File: src/rtl/pes_ic_gen_pkg.sv
// Shared constants for the pes_ic_gen interrupt controller: command opcodes,
// arbitration mode encodings and the handshake FSM state type.
package pes_ic_gen_pkg;

  localparam logic [1:0] OpMask  = 2'b00;
  localparam logic [1:0] OpMode  = 2'b01;
  localparam logic [1:0] OpLevel = 2'b10;
  localparam logic [1:0] OpEoi   = 2'b11;

  localparam logic [1:0] ModeFixed    = 2'd0;
  localparam logic [1:0] ModeRr       = 2'd1;
  localparam logic [1:0] ModeProg     = 2'd2;
  localparam logic [1:0] ModeFixedAlt = 2'd3;

  typedef enum logic [1:0] {StIdle, StReq, StVec, StServ} state_e;

endpackage

File: src/rtl/pes_ic_gen_arb.sv
// Combinational winner selection: fixed (lowest id), round-robin from ptr_i+1,
// or programmable (lowest level, ties to lowest id). Unknown modes act as fixed.
module pes_ic_gen_arb
  import pes_ic_gen_pkg::*;
#(
  parameter int unsigned NUM_SRC = 16,
  parameter int unsigned ID_W    = $clog2(NUM_SRC)
) (
  input  logic [NUM_SRC-1:0]           req_i,
  input  logic [1:0]                   mode_i,
  input  logic [NUM_SRC-1:0][ID_W-1:0] level_i,
  input  logic [ID_W-1:0]              ptr_i,
  output logic                         valid_o,
  output logic [ID_W-1:0]              id_o
);

  logic            found;
  logic [ID_W-1:0] best;
  int unsigned     idx;

  always_comb begin
    valid_o = |req_i;
    id_o    = '0;
    found   = 1'b0;
    best    = '0;
    idx     = 0;
    case (mode_i)
      ModeRr: begin
        for (int unsigned k = 0; k < NUM_SRC; k++) begin
          idx = (32'(ptr_i) + 32'd1 + k) % NUM_SRC;
          if (!found && req_i[idx]) begin
            found = 1'b1;
            id_o  = idx[ID_W-1:0];
          end
        end
      end
      ModeProg: begin
        // Strict less-than keeps the lowest id on equal levels.
        for (int unsigned i = 0; i < NUM_SRC; i++) begin
          if (req_i[i] && (!found || level_i[i] < best)) begin
            found = 1'b1;
            best  = level_i[i];
            id_o  = ID_W'(i);
          end
        end
      end
      default: begin
        for (int i = NUM_SRC - 1; i >= 0; i--) begin
          if (req_i[i]) id_o = ID_W'(i);
        end
      end
    endcase
  end

endmodule

File: src/rtl/pes_ic_gen.sv
// Vectored interrupt controller with two-pulse acknowledge and EOI handshake.
// Define PES_IC_MASK_EN to add a per-source mask register written by op 00.
module pes_ic_gen
  import pes_ic_gen_pkg::*;
#(
  parameter int unsigned NUM_SRC  = 16,
  parameter int unsigned BUS_W    = 16,
  parameter int unsigned VEC_BASE = 'h0B0
) (
  input  logic               clk_in,
  input  logic               rst_n_in,
  input  logic [NUM_SRC-1:0] intr_rq,
  input  logic               intr_ack_n,
  input  logic               cmd_stb,
  input  logic [BUS_W-1:0]   cmd_data,
  output logic               intr_out,
  output logic [BUS_W-1:0]   bus_out,
  output logic               bus_oe,
  output logic               in_service
);

  localparam int unsigned ID_W  = $clog2(NUM_SRC);
  localparam int unsigned VHI_W = BUS_W - ID_W;
  localparam logic [VHI_W-1:0] VecHi = VHI_W'(VEC_BASE);

  state_e                      state_q, state_d;
  logic [ID_W-1:0]             id_q, id_d;
  logic [1:0]                  mode_q, mode_d;
  logic [NUM_SRC-1:0][ID_W-1:0] level_q, level_d;
  logic [ID_W-1:0]             ptr_q, ptr_d;
  logic [NUM_SRC-1:0]          eligible;
  logic                        arb_valid;
  logic [ID_W-1:0]             arb_id;

  logic [1:0]      cmd_op;
  logic [ID_W-1:0] cmd_id;
  logic [ID_W-1:0] cmd_arg;

  assign cmd_op  = cmd_data[1:0];
  assign cmd_id  = cmd_data[2 +: ID_W];
  assign cmd_arg = cmd_data[2+ID_W +: ID_W];

  if (BUS_W > 2 + 2 * ID_W) begin : g_unused_cmd
    logic unused_cmd_hi;
    assign unused_cmd_hi = ^cmd_data[BUS_W-1:2+2*ID_W];
  end

`ifdef PES_IC_MASK_EN
  logic [NUM_SRC-1:0] mask_q, mask_d;

  always_comb begin
    mask_d = mask_q;
    if (cmd_stb && cmd_op == OpMask) mask_d[cmd_id] = cmd_arg[0];
  end

  always_ff @(posedge clk_in or negedge rst_n_in) begin
    if (!rst_n_in) mask_q <= '0;
    else           mask_q <= mask_d;
  end

  assign eligible = intr_rq & ~mask_q;
`else
  assign eligible = intr_rq;
`endif

  pes_ic_gen_arb #(
    .NUM_SRC (NUM_SRC),
    .ID_W    (ID_W)
  ) u_arb (
    .req_i   (eligible),
    .mode_i  (mode_q),
    .level_i (level_q),
    .ptr_i   (ptr_q),
    .valid_o (arb_valid),
    .id_o    (arb_id)
  );

  always_comb begin
    state_d = state_q;
    id_d    = id_q;
    mode_d  = mode_q;
    level_d = level_q;
    ptr_d   = ptr_q;

    // Config writes land in registers; the arbiter only sees them next cycle.
    if (cmd_stb) begin
      case (cmd_op)
        OpMode:  mode_d          = cmd_data[2+ID_W +: 2];
        OpLevel: level_d[cmd_id] = cmd_arg;
        default: ;
      endcase
    end

    unique case (state_q)
      StIdle: begin
        if (arb_valid) begin
          id_d    = arb_id;
          state_d = StReq;
        end
      end
      StReq: begin
        if (!intr_ack_n) begin
          state_d = StVec;
          ptr_d   = id_q;
        end
      end
      StVec: begin
        if (!intr_ack_n) state_d = StServ;
      end
      StServ: begin
        if (cmd_stb && cmd_op == OpEoi && cmd_id == id_q) state_d = StIdle;
      end
      default: state_d = StIdle;
    endcase
  end

  always_ff @(posedge clk_in or negedge rst_n_in) begin
    if (!rst_n_in) begin
      state_q <= StIdle;
      id_q    <= '0;
      mode_q  <= ModeFixed;
      ptr_q   <= ID_W'(NUM_SRC - 1);
      for (int i = 0; i < NUM_SRC; i++) level_q[i] <= ID_W'(i);
    end else begin
      state_q <= state_d;
      id_q    <= id_d;
      mode_q  <= mode_d;
      ptr_q   <= ptr_d;
      level_q <= level_d;
    end
  end

  // Outputs decode straight from state so an asynchronous reset clears them at once.
  assign intr_out   = (state_q == StReq);
  assign bus_oe     = (state_q == StVec);
  assign bus_out    = bus_oe ? {VecHi, id_q} : '0;
  assign in_service = (state_q == StVec) || (state_q == StServ);

endmodule

File: config.mk
export PLATFORM = sky130hd
export DESIGN_NAME = pes_ic_gen
export DESIGN_NICKNAME = d
export VERILOG_FILES = /design/src/rtl/pes_ic_gen_pkg.sv /design/src/rtl/pes_ic_gen_arb.sv /design/src/rtl/pes_ic_gen.sv
export SDC_FILE = /design/constraint.sdc
export NUM_CORES = 1
export LEC_CHECK = 0
export ABC_AREA = 1
export ABC_CLOCK_PERIOD_IN_PS = 20600
export CAP_MARGIN = 20
export CORE_MARGIN = 2
export CORE_UTILIZATION = 45
export DETAILED_ROUTE_END_ITERATION = 16
export PLACE_DENSITY = 0.66
export SETUP_SLACK_MARGIN = 0.2
export SYNTH_ARGS = -nofsm -noshare
export SYNTH_HDL_FRONTEND = slang
export SYNTH_SLANG_ARGS = --single-unit
File: constraint.sdc
create_clock -name clk_in -period 20.6 [get_ports clk_in]
set_input_delay 6.18 -clock clk_in [delete_from_list [all_inputs] [get_ports clk_in]]
set_output_delay 6.18 -clock clk_in [all_outputs]
set_load 0.02 [all_outputs]
==> run metrics, run 1 <==
Setup violations, final=0; crit path DAT=19.37 ns; drt initial violations=455; Max-slew headroom=0.507; Post-Synth Simple-Gate Area=0.355; status=completed; setup TNS=0 ns; TritonCTS clock tree=done; power per cell area=around 180 nW/um2; Worst-Margin Slew=0.737 ns; IO Pins=55; maxcap violations=0; CP max FO=7; largest net degree at the start of global routing=77; Clock Latency Late Sink=0.35 ns; router iterations before antenna repair=5; hold path cells=2; H-tree depth=3; Max IR drop VDD=about 120 uV; min cycle time layout=19.10 ns; first-pass GRT wire length=about 34000 um; Cell variety after synth=44; cell count after synthesis=1192; Top FF cell, synth=dfrtp_1; slowest CP cell=ha_1; Clock Tree Root=clkbuf_16; P_leak=0.00450 uW; Synth Register Bits=76; area delta synth->final=18.8%; Adder-Cell Fraction of Synth Area=0.0728; Congestion Overflow GR=0; Critical Path End Type=flop; initial antenna violation count=0; wirelength, routed=20500 um; proportion of synthesized area in mux cells=0.0106; Max clock buf depth=2; Max Freq=52.4 MHz; Placer Congestion=0.882; YS warnings=0; final hold violations=0; I/O Buffers=39; clk slew on worst S/H paths=approximately 0.060 ns; TritonCTS Sinks=76; largest family of logic cells by synthesized area=simple AND/OR/NAND/NOR gates; critical path class=in2reg; crit-path most repeated cell=nand2_1; row count=47; Post-synth EDFFs=0; hpwl dp=around 16000 um; Hold Crit Class=reg2reg; Num CTS Buffers=9; vias=7555; Clock Skews=0.00680 ns; dpl ws=-0.455 ns; # diodes=0; Avg Synthesized Cell Area=~6.3 um2; Core Box Area=16500 um2; Max Slew Vio Count=0; Synth Area in Compound Gates=0.168; xor and xnor fraction of the mapped netlist area=0.0139; die height=134 um; worst r2r path cells=133; DIE AREA=17900 um2; post-synthesis sequential area ratio=0.257; Async S/R FF share, synth=1.00; Mapped Area=7570 um2; RSZ-0062 raised after global routing=no; Die X-Extent=134 um; # nets final=1358; layout cells sized above 1=0.173; CP startpoint kind=input port; DRT antenna net count=0; worst setup margin=1.50 ns; vias per cell=between 5 and 6; Final period util=0.927; CP max stage delay=0.31 ns; initial cell density of the core=0.458; DR WL/cell=13.6 um; vias in the first global route=7031; drc violations=0; Worst Path Required=20.87 ns; postcts setup bufs=0; total global-route track usage=0.235
==> layout make-up <==
type | instances | area (um2)
Timing Repair Buffer | 100 | 861
Inverter | 180 | 676
Multi-Input combinational cell | 911 | 4880
Fill cell | 1702 | 7530
Tap cell | 220 | 275
Clock buffer | 12 | 256
Sequential cell | 76 | 1950
Clock inverter | 4 | 95.1
==> path summary, 6_finish.rpt <==
kind,startpoint,end,slack [ns]
setup / recovery,intr_rq[0],id_q[0]$_DFFE_PN0P_,1.50
hold / removal,level_q[1]$_DFFE_PN0P_,level_q[1]$_DFFE_PN0P_,0.49
hold reg to reg,level_q[1]$_DFFE_PN0P_,level_q[1]$_DFFE_PN0P_,0.49
max in group asynchronous,rst_n_in,level_q[4]$_DFFE_PN1P_,14.21
min in group asynchronous,rst_n_in,level_q[46]$_DFFE_PN0P_,5.75
setup reg to reg,level_q[7]$_DFFE_PN0P_,id_q[0]$_DFFE_PN0P_,7.16
==> synthesized netlist by cell type, types with 10 or more instances <==
cell | count | area share
ha_1 | 44 | 0.073
dfrtp_1 | 40 | 0.13
inv_2 | 16 | 0.0079
nor3_1 | 10 | 0.0066
nand2_2 | 33 | 0.027
dfstp_2 | 36 | 0.13
nand3_1 | 83 | 0.055
inv_1 | 161 | 0.080
nor2_1 | 76 | 0.038
a21oi_1 | 36 | 0.024
nand2_4 | 16 | 0.024
o21ai_0 | 155 | 0.10
o211ai_1 | 10 | 0.0099
buf_4 | 15 | 0.015
nand2_1 | 364 | 0.18
==> through the flow <==
stage,utilization,hold WS (ns),power [uW],area (um2),std cells
CTS,0.533,0.488,1590,8810,1502
global placement,0.512,0.466,1380,8460,1486
global route,0.544,0.502,1800,8990,1503
finish,0.544,0.487,1620,8990,1503
detailed placement,0.512,0.473,1390,8460,1486
floorplan,-,0.453,1070,7600,1200
==> layout by cell type, fill, tap and decap left out, types with 7 or more instances in the layout <==
cell type / count
conb_1: 9
buf_4: 61
dfrtp_1: 40
inv_1: 161
clkdlybuf4s50_1: 37
inv_2: 16
o21ai_0: 137
o21ai_1: 7
mux2i_1: 8
xor2_1: 8
o21bai_1: 9
o21ai_2: 18
a21oi_1: 32
nand3_1: 79
nor3_1: 10
o211ai_1: 10
ha_1: 43
nor2_1: 76
dfstp_2: 36
nand2_2: 31
nand2_1: 362
clkbuf_16: 9
nand2_4: 20
==> worst max-delay path, delay by kind of cell <==
kind,cells,cell delay [ns]
simple gates,74,5.36
fa+ha+maj,15,4.18
compound gates,24,2.32
buf+inv,22,1.32
==> flip-flops by register name (all words and copies together) (netlist names) <==
| name | cells |
|---|---|
| level_q | 64 |
| id_q | 4 |
| mode_q | 2 |
| ptr_q | 4 |
| state_q | 2 |
==> cell families (layout without fill, tap and decap cells) <==
logic type / count (synthesis) / count (layout)
AOI/OAI and AO/OA: 235 / 235
and+or+nand+nor: 603 / 603
xor gates and xnor gates: 12 / 12
buffers and inverters: 213 / 296
other: 1 / 9
DFF: 76 / 76
adders and majority gates: 44 / 44
muxes: 8 / 8
==> timing repair <==
| action | in CTS | in global routing |
|---|---|---|
| hold buffers | 0 | 0 |
| setup endpoints to repair | 4 | 4 |
| gates resized for setup | 6 | 50 |
| pin swaps | 0 | 10 |
| cloned | 0 | 0 |
==> layer usage <==
metal	vias up	share of wire	GRT usage	routed length [um]
met5	-	0	0	0
met4	0	0.021	0.0733	424
met3	28	0.034	0.0335	700
met2	146	0.47	0.397	9660
met1	3411	0.47	0.313	9690
li1	3970	-	-	-
==> power by group <==
group	internal (uW)	leakage, uW	switching [uW]
clock network	125	0.000173	65.2
logic	470	0.00344	739
registers	186	0.000896	33.3
Power figures use the tool's default switching activity.
==> inputs of run 2 (changes only) <==
Settings changed: ABC_CLOCK_PERIOD_IN_PS 20600 to 22500, SKIP_LAST_GASP set to 1.
Clock period 20.6 ns to 22.5 ns, I/O delays scaled along.
==> run metrics, run 2 (synthesis results as in run 1) <==
dpl ws=0.179 ns (+0.634 ns); initial cell density of the core=0.458 (unchanged); first-pass GRT wire length=34000 um (+0.20%); Hold Path End=level_q[3]$_DFFE_PN0P_; CTS Hold Buffers Added=0 (unchanged); layout cells sized above 1=0.118 (-0.0548); DIE AREA=17900 um2 (unchanged); die height=134 um (unchanged); hold path cells=2 (unchanged); DR WL/cell=13.8 um (+1.2%); # nets final=1310 (-3.5%); most frequent cells in the layout=nand2_1, inv_1, o21ai_0, nand3_1, nor2_1; Worst Path Required=22.78 ns (+1.91 ns); router iterations before antenna repair=5 (unchanged); Max Slew Vio Count=0 (unchanged); DRT antenna net count=0 (unchanged); # diodes=0 (unchanged); CP max stage delay=0.33 ns (+0.02 ns); Num CTS Buffers=9 (unchanged); CTS resizes=0 (-6); Max clock buf depth=2 (unchanged); slowest CP cell=ha_1; R2R Setup Slk=8.16 ns (+1.00 ns); worst setup margin=1.89 ns (+0.388 ns); max reg flops=64 (unchanged); postcts setup bufs=0 (unchanged); Critical Path End Type=flop; CP max FO=9 (+2); final hold violations=0 (unchanged); hold_sp=level_q[3]$_DFFE_PN0P_; Clock Tree Root=clkbuf_16; vias=7356 (-2.6%); P_leak=0.00419 uW (-6.9%); RSZ-0062 raised after global routing=no; Largest Register=level_q; biggest regs=level_q (64), id_q (4), ptr_q (4); total global-route track usage=0.236 (+0.000565); worst hold slack=0.488 ns (+0.00118 ns); crit path from=intr_rq[0]; Clock Skews=0.00609 ns (-0.000710 ns); Worst-Margin Slew=0.985 ns (+0.249 ns); hpwl dp=15600 um (-1.7%); Setup violations, final=0 (unchanged); maxcap violations=0 (unchanged); Max-slew headroom=0.343 (-0.164); Core Box Area=16500 um2 (unchanged); vias in the first global route=7053 (+0.31%); H-tree depth=3 (unchanged); power per cell area=163 nW/um2 (-9.7%); TritonCTS clock tree=done; drt initial violations=432 (-5.1%); Hold Crit Class=reg2reg; Die X-Extent=134 um (unchanged); vias per cell=5.06 (+0.58%); wirelength, routed=20100 um (-2.0%); clk slew on worst S/H paths=0.06 ns (about the same); most common cell after layout, fill and taps aside=nand2_1; status=completed; crit-path most repeated cell=nand2_1; Util after Layout=0.508 (-0.0358); r2r endpoint=id_q[2]$_DFFE_PN0P_; crit path DAT=20.89 ns (+1.52 ns); Max IR drop VDD=111 uV (-7.4%); largest net degree at the start of global routing=77 (unchanged); drc violations=0 (unchanged); Clock Latency Late Sink=0.35 ns (about the same); initial antenna violation count=0 (unchanged); Final period util=0.916; min cycle time layout=approximately 21 ns; FF-to-FF Start=level_q[3]$_DFFE_PN0P_; setup TNS=0 ns (unchanged); Congestion Overflow GR=0 (unchanged); TritonCTS Sinks=76 (unchanged); IO Pins=55 (unchanged); worst r2r path cells=124 (-6.8%); critical path class=in2reg; row count=47 (unchanged); Max Freq=48.5 MHz; Placer Congestion=0.926 (+5.1%); area delta synth->final=11.0%; CP startpoint kind=input port; I/O Buffers=39 (unchanged)
## run 2: cell count changes in the layout (fill, tap and decap cells not counted), sizes merged
cell and change:
clkinvlp +3, buf -48, clkbuf -1, clkinv +1, bufinv -3
## run 2: report_power, final
group          switching, uW  internal, uW  total, uW
combinational            652           371       1020
clock                   62.5          80.7        143
sequential              29.4           170        200
## run 2: area by class of cell
type                            instances  area, um2
Clock buffer                           11        253
Clock inverter                          5       36.3
Timing Repair Buffer                   52        480
Tap cell                              220        275
Sequential cell                        76       1950
Fill cell                            1733       8130
Inverter                              180        676
Multi-Input combinational cell        911       4730
## run 2: worst max path at each step
stage	slack (ns)	cells after the start	end
finish	1.89	125	id_q[2]$_DFFE_PN0P_
global route	0.21	134	id_q[3]$_DFFE_PN0P_
CTS	0.46	119	id_q[0]$_DFFE_PN0P_
detailed placement	0.18	119	id_q[0]$_DFFE_PN0P_
global placement	0.26	119	id_q[0]$_DFFE_PN0P_
floorplan	2.71	118	id_q[1]$_DFFE_PN0P_
## run 2: critical path, delay by kind of cell
family                   cells  cell delay, ns
AO/OA/AOI/OAI               27            3.55
adder cells (fa/ha/maj)     15            4.29
buffers and inverters       18            1.06
AND/OR/NAND/NOR             65            5.19
## run 2: layer usage
| metal | track usage | part of all wire | vias to the layer above |
|---|---|---|---|
| li1 | - | - | 3880 |
| met4 | 0.0869 | 0.027 | 0 |
| met5 | 0 | 0 | - |
| met2 | 0.392 | 0.47 | 130 |
| met3 | 0.0369 | 0.034 | 40 |
| met1 | 0.311 | 0.47 | 3306 |
## run 2: metrics by stage
stage / power, uW / cell area, um2 / std cells
2_1_floorplan: 979 / 7600 / 1200
3_3_place_gp: 1200 / 8110 / 1439
3_5_place_dp: 1210 / 8110 / 1439
4_1_cts: 1360 / 8400 / 1455
5_1_grt: 1540 / 8400 / 1455
6_report: 1370 / 8400 / 1455
==> inputs of run 3 (changes only) <==
Settings changed: PLACE_DENSITY 0.66 to not set.
==> run metrics, run 3 (synthesis results as in run 1) <==
TritonCTS Sinks=76 (unchanged); total global-route track usage=0.239 (+0.00322); Core Box Area=16500 um2 (unchanged); critical path class=in2reg; final hold violations=0 (unchanged); Placer Congestion=0.921 (-0.54%); Setup violations, final=0 (unchanged); drt initial violations=425 (-1.6%); IO Pins=55 (unchanged); CP max stage delay=0.33 ns (about the same); vias per cell=4.98 (-1.4%); DR WL/cell=14.0 um (+1.7%); hpwl dp=15800 um (+1.1%); crit path DAT=20.71 ns (-0.18 ns); clock power share=0.109 (+0.004); initial antenna violation count=0 (unchanged); hold_sp=level_q[56]$_DFFE_PN0P_; initial cell density of the core=0.458 (unchanged); Clock Tree Root=clkbuf_16; status=completed; Sw Ratio=0.544 (about the same); crit path from=intr_rq[0]; P_leak=0.00424 uW (+1.2%); vias in the first global route=6771 (-4.0%); Max clock buf depth=2 (unchanged); Max-slew headroom=0.456 (+0.113); DIE AREA=17900 um2 (unchanged); Critical Path End Type=flop; biggest regs=level_q (64), id_q (4), ptr_q (4); cell area after layout=8490 um2 (+1.0%); drc violations=0 (unchanged); TritonCTS clock tree=done; Worst-Margin Slew=0.813 ns (-0.173 ns); part of the power in combinational logic=0.746 (-0.003); Max Slew Vio Count=0 (unchanged); Int Power=632 uW (+1.7%); power per cell area=164 nW/um2 (+0.55%); vias=7252 (-1.4%); largest net degree at the start of global routing=77 (unchanged); # diodes=0 (unchanged); H-tree depth=3 (unchanged); layout cells sized above 1=0.124 (+0.00567); CP startpoint kind=input port; most common cell after layout, fill and taps aside=nand2_1; Worst Path Required=22.78 ns (about the same); NetSw=755 uW (+1.5%); DRT antenna net count=0 (unchanged); wirelength, routed=20400 um (+1.7%); Max Freq=49.0 MHz (+0.89%); first-pass GRT wire length=34000 um (unchanged); Most Used Layer, Global Route=met2; Clock Latency Late Sink=0.35 ns (about the same); slowest CP cell=ha_1; CP max FO=9 (unchanged); Placed Area=8100 um2 (about the same); met1 usage=0.328 (+0.0176); maxcap violations=0 (unchanged); Congestion Overflow GR=0 (unchanged); area delta synth->final=12.2%; Max IR drop VDD=91.5 uV (-17%); crit-path most repeated cell=nand2_1; setup TNS=0 ns (unchanged); clk slew on worst S/H paths=0.06 ns (about the same); final-layout fill cell count=1745 (+0.69%); Hold Crit Class=reg2reg; die height=134 um (unchanged); Flop pwr share=0.145 (about the same); # nets final=1310 (unchanged); router iterations before antenna repair=5 (unchanged); Final period util=0.908 (-0.00811); Clock Skews=0.00650 ns (+0.000418 ns); area of the multi-input gates=4780 um2 (+1.1%); FF-to-FF Start=level_q[3]$_DFFE_PN0P_; min cycle time layout=20.43 ns (-0.183 ns); routing usage on met2=0.401 (+0.00916); I/O Buffers=39 (unchanged); Seq. cell area=1950 um2 (unchanged); max reg flops=64 (unchanged); Largest Register=level_q; most frequent cells in the layout=nand2_1, inv_1, o21ai_0, nand3_1, nor2_1; Num CTS Buffers=9 (unchanged); Die X-Extent=134 um (unchanged); met3 Track Usage GR=0.0297 (-0.00723); row count=47 (unchanged); RSZ-0062 raised after global routing=no
==> run 3: cell count changes in the layout (fill, tap and decap cells not counted), moves of 2 or more <==
cell and delta:
o21ai_2 +9, clkbuf_1 +2, o21ai_1 -10, nand2_2 -3, clkinvlp_4 -3, nand2_4 +3
==> run 3: area by class of cell <==
type,count,share of cell area
sequential,76,0.229
multi-input combinational,911,0.564
clock inverter,4,0.00575
inverter,180,0.0796
clock buffer,12,0.0290
tap,220,0.0324
timing repair buffer,52,0.0599
==> run 3: final timing paths <==
path	to	slack, ns	depth (start not counted)
max	id_q[0]$_DFFE_PN0P_	2.07	124
min	level_q[56]$_DFFE_PN0P_	0.49	2
max reg2reg	id_q[0]$_DFFE_PN0P_	8.31	123
min reg2reg	level_q[56]$_DFFE_PN0P_	0.49	2
max in group asynchronous	level_q[30]$_DFFE_PN1P_	15.49	2
min in group asynchronous	level_q[53]$_DFFE_PN0P_	6.37	1
==> run 3: routing by layer <==
metal	share of wire	routed length [um]	vias up
met4	0.013	267	0
li1	-	-	3881
met1	0.50	10200	3266
met5	0	0	-
met2	0.46	9450	84
met3	0.021	437	21
==> run 3: worst max-delay path: cells and delay by family <==
family                   cells  cell delay, ns
AO/OA/AOI/OAI               28            3.36
adder cells (fa/ha/maj)     15            4.31
buffers and inverters       18            1.08
AND/OR/NAND/NOR             63            5.16
==> run 3: stage by stage <==
| step | setup slack (ns) | instances | hold WS, ns | utilization | total power, uW |
|---|---|---|---|---|---|
| after floorplan | 2.71 | 1200 | 0.453 | - | 979 |
| after global placement | 0.334 | 1438 | 0.466 | 0.490 | 1210 |
| after detailed placement | 0.222 | 1438 | 0.473 | 0.490 | 1220 |
| after CTS | 0.460 | 1454 | 0.488 | 0.508 | 1380 |
| after global routing | 0.473 | 1455 | 0.503 | 0.514 | 1550 |
| final | 2.07 | 1455 | 0.486 | 0.514 | 1390 |
==> run 3: repair_timing <==
action / CTS / global route
setup endpoints to repair: 0 / 4
setup buffers: 0 / 0
resized for setup: 0 / 32
hold buffers: 0 / 0
==> run 3: power by group through the flow <==
| stage | Clock [uW] | Sequential, uW | Combinational, uW |
|---|---|---|---|
| after detailed placement | 0 | 203 | 1010 |
| after global routing | 159 | 206 | 1180 |
| after global placement | 0 | 202 | 1010 |
| after CTS | 155 | 201 | 1020 |
| after floorplan | 0 | 187 | 793 |
| final | 151 | 202 | 1040 |
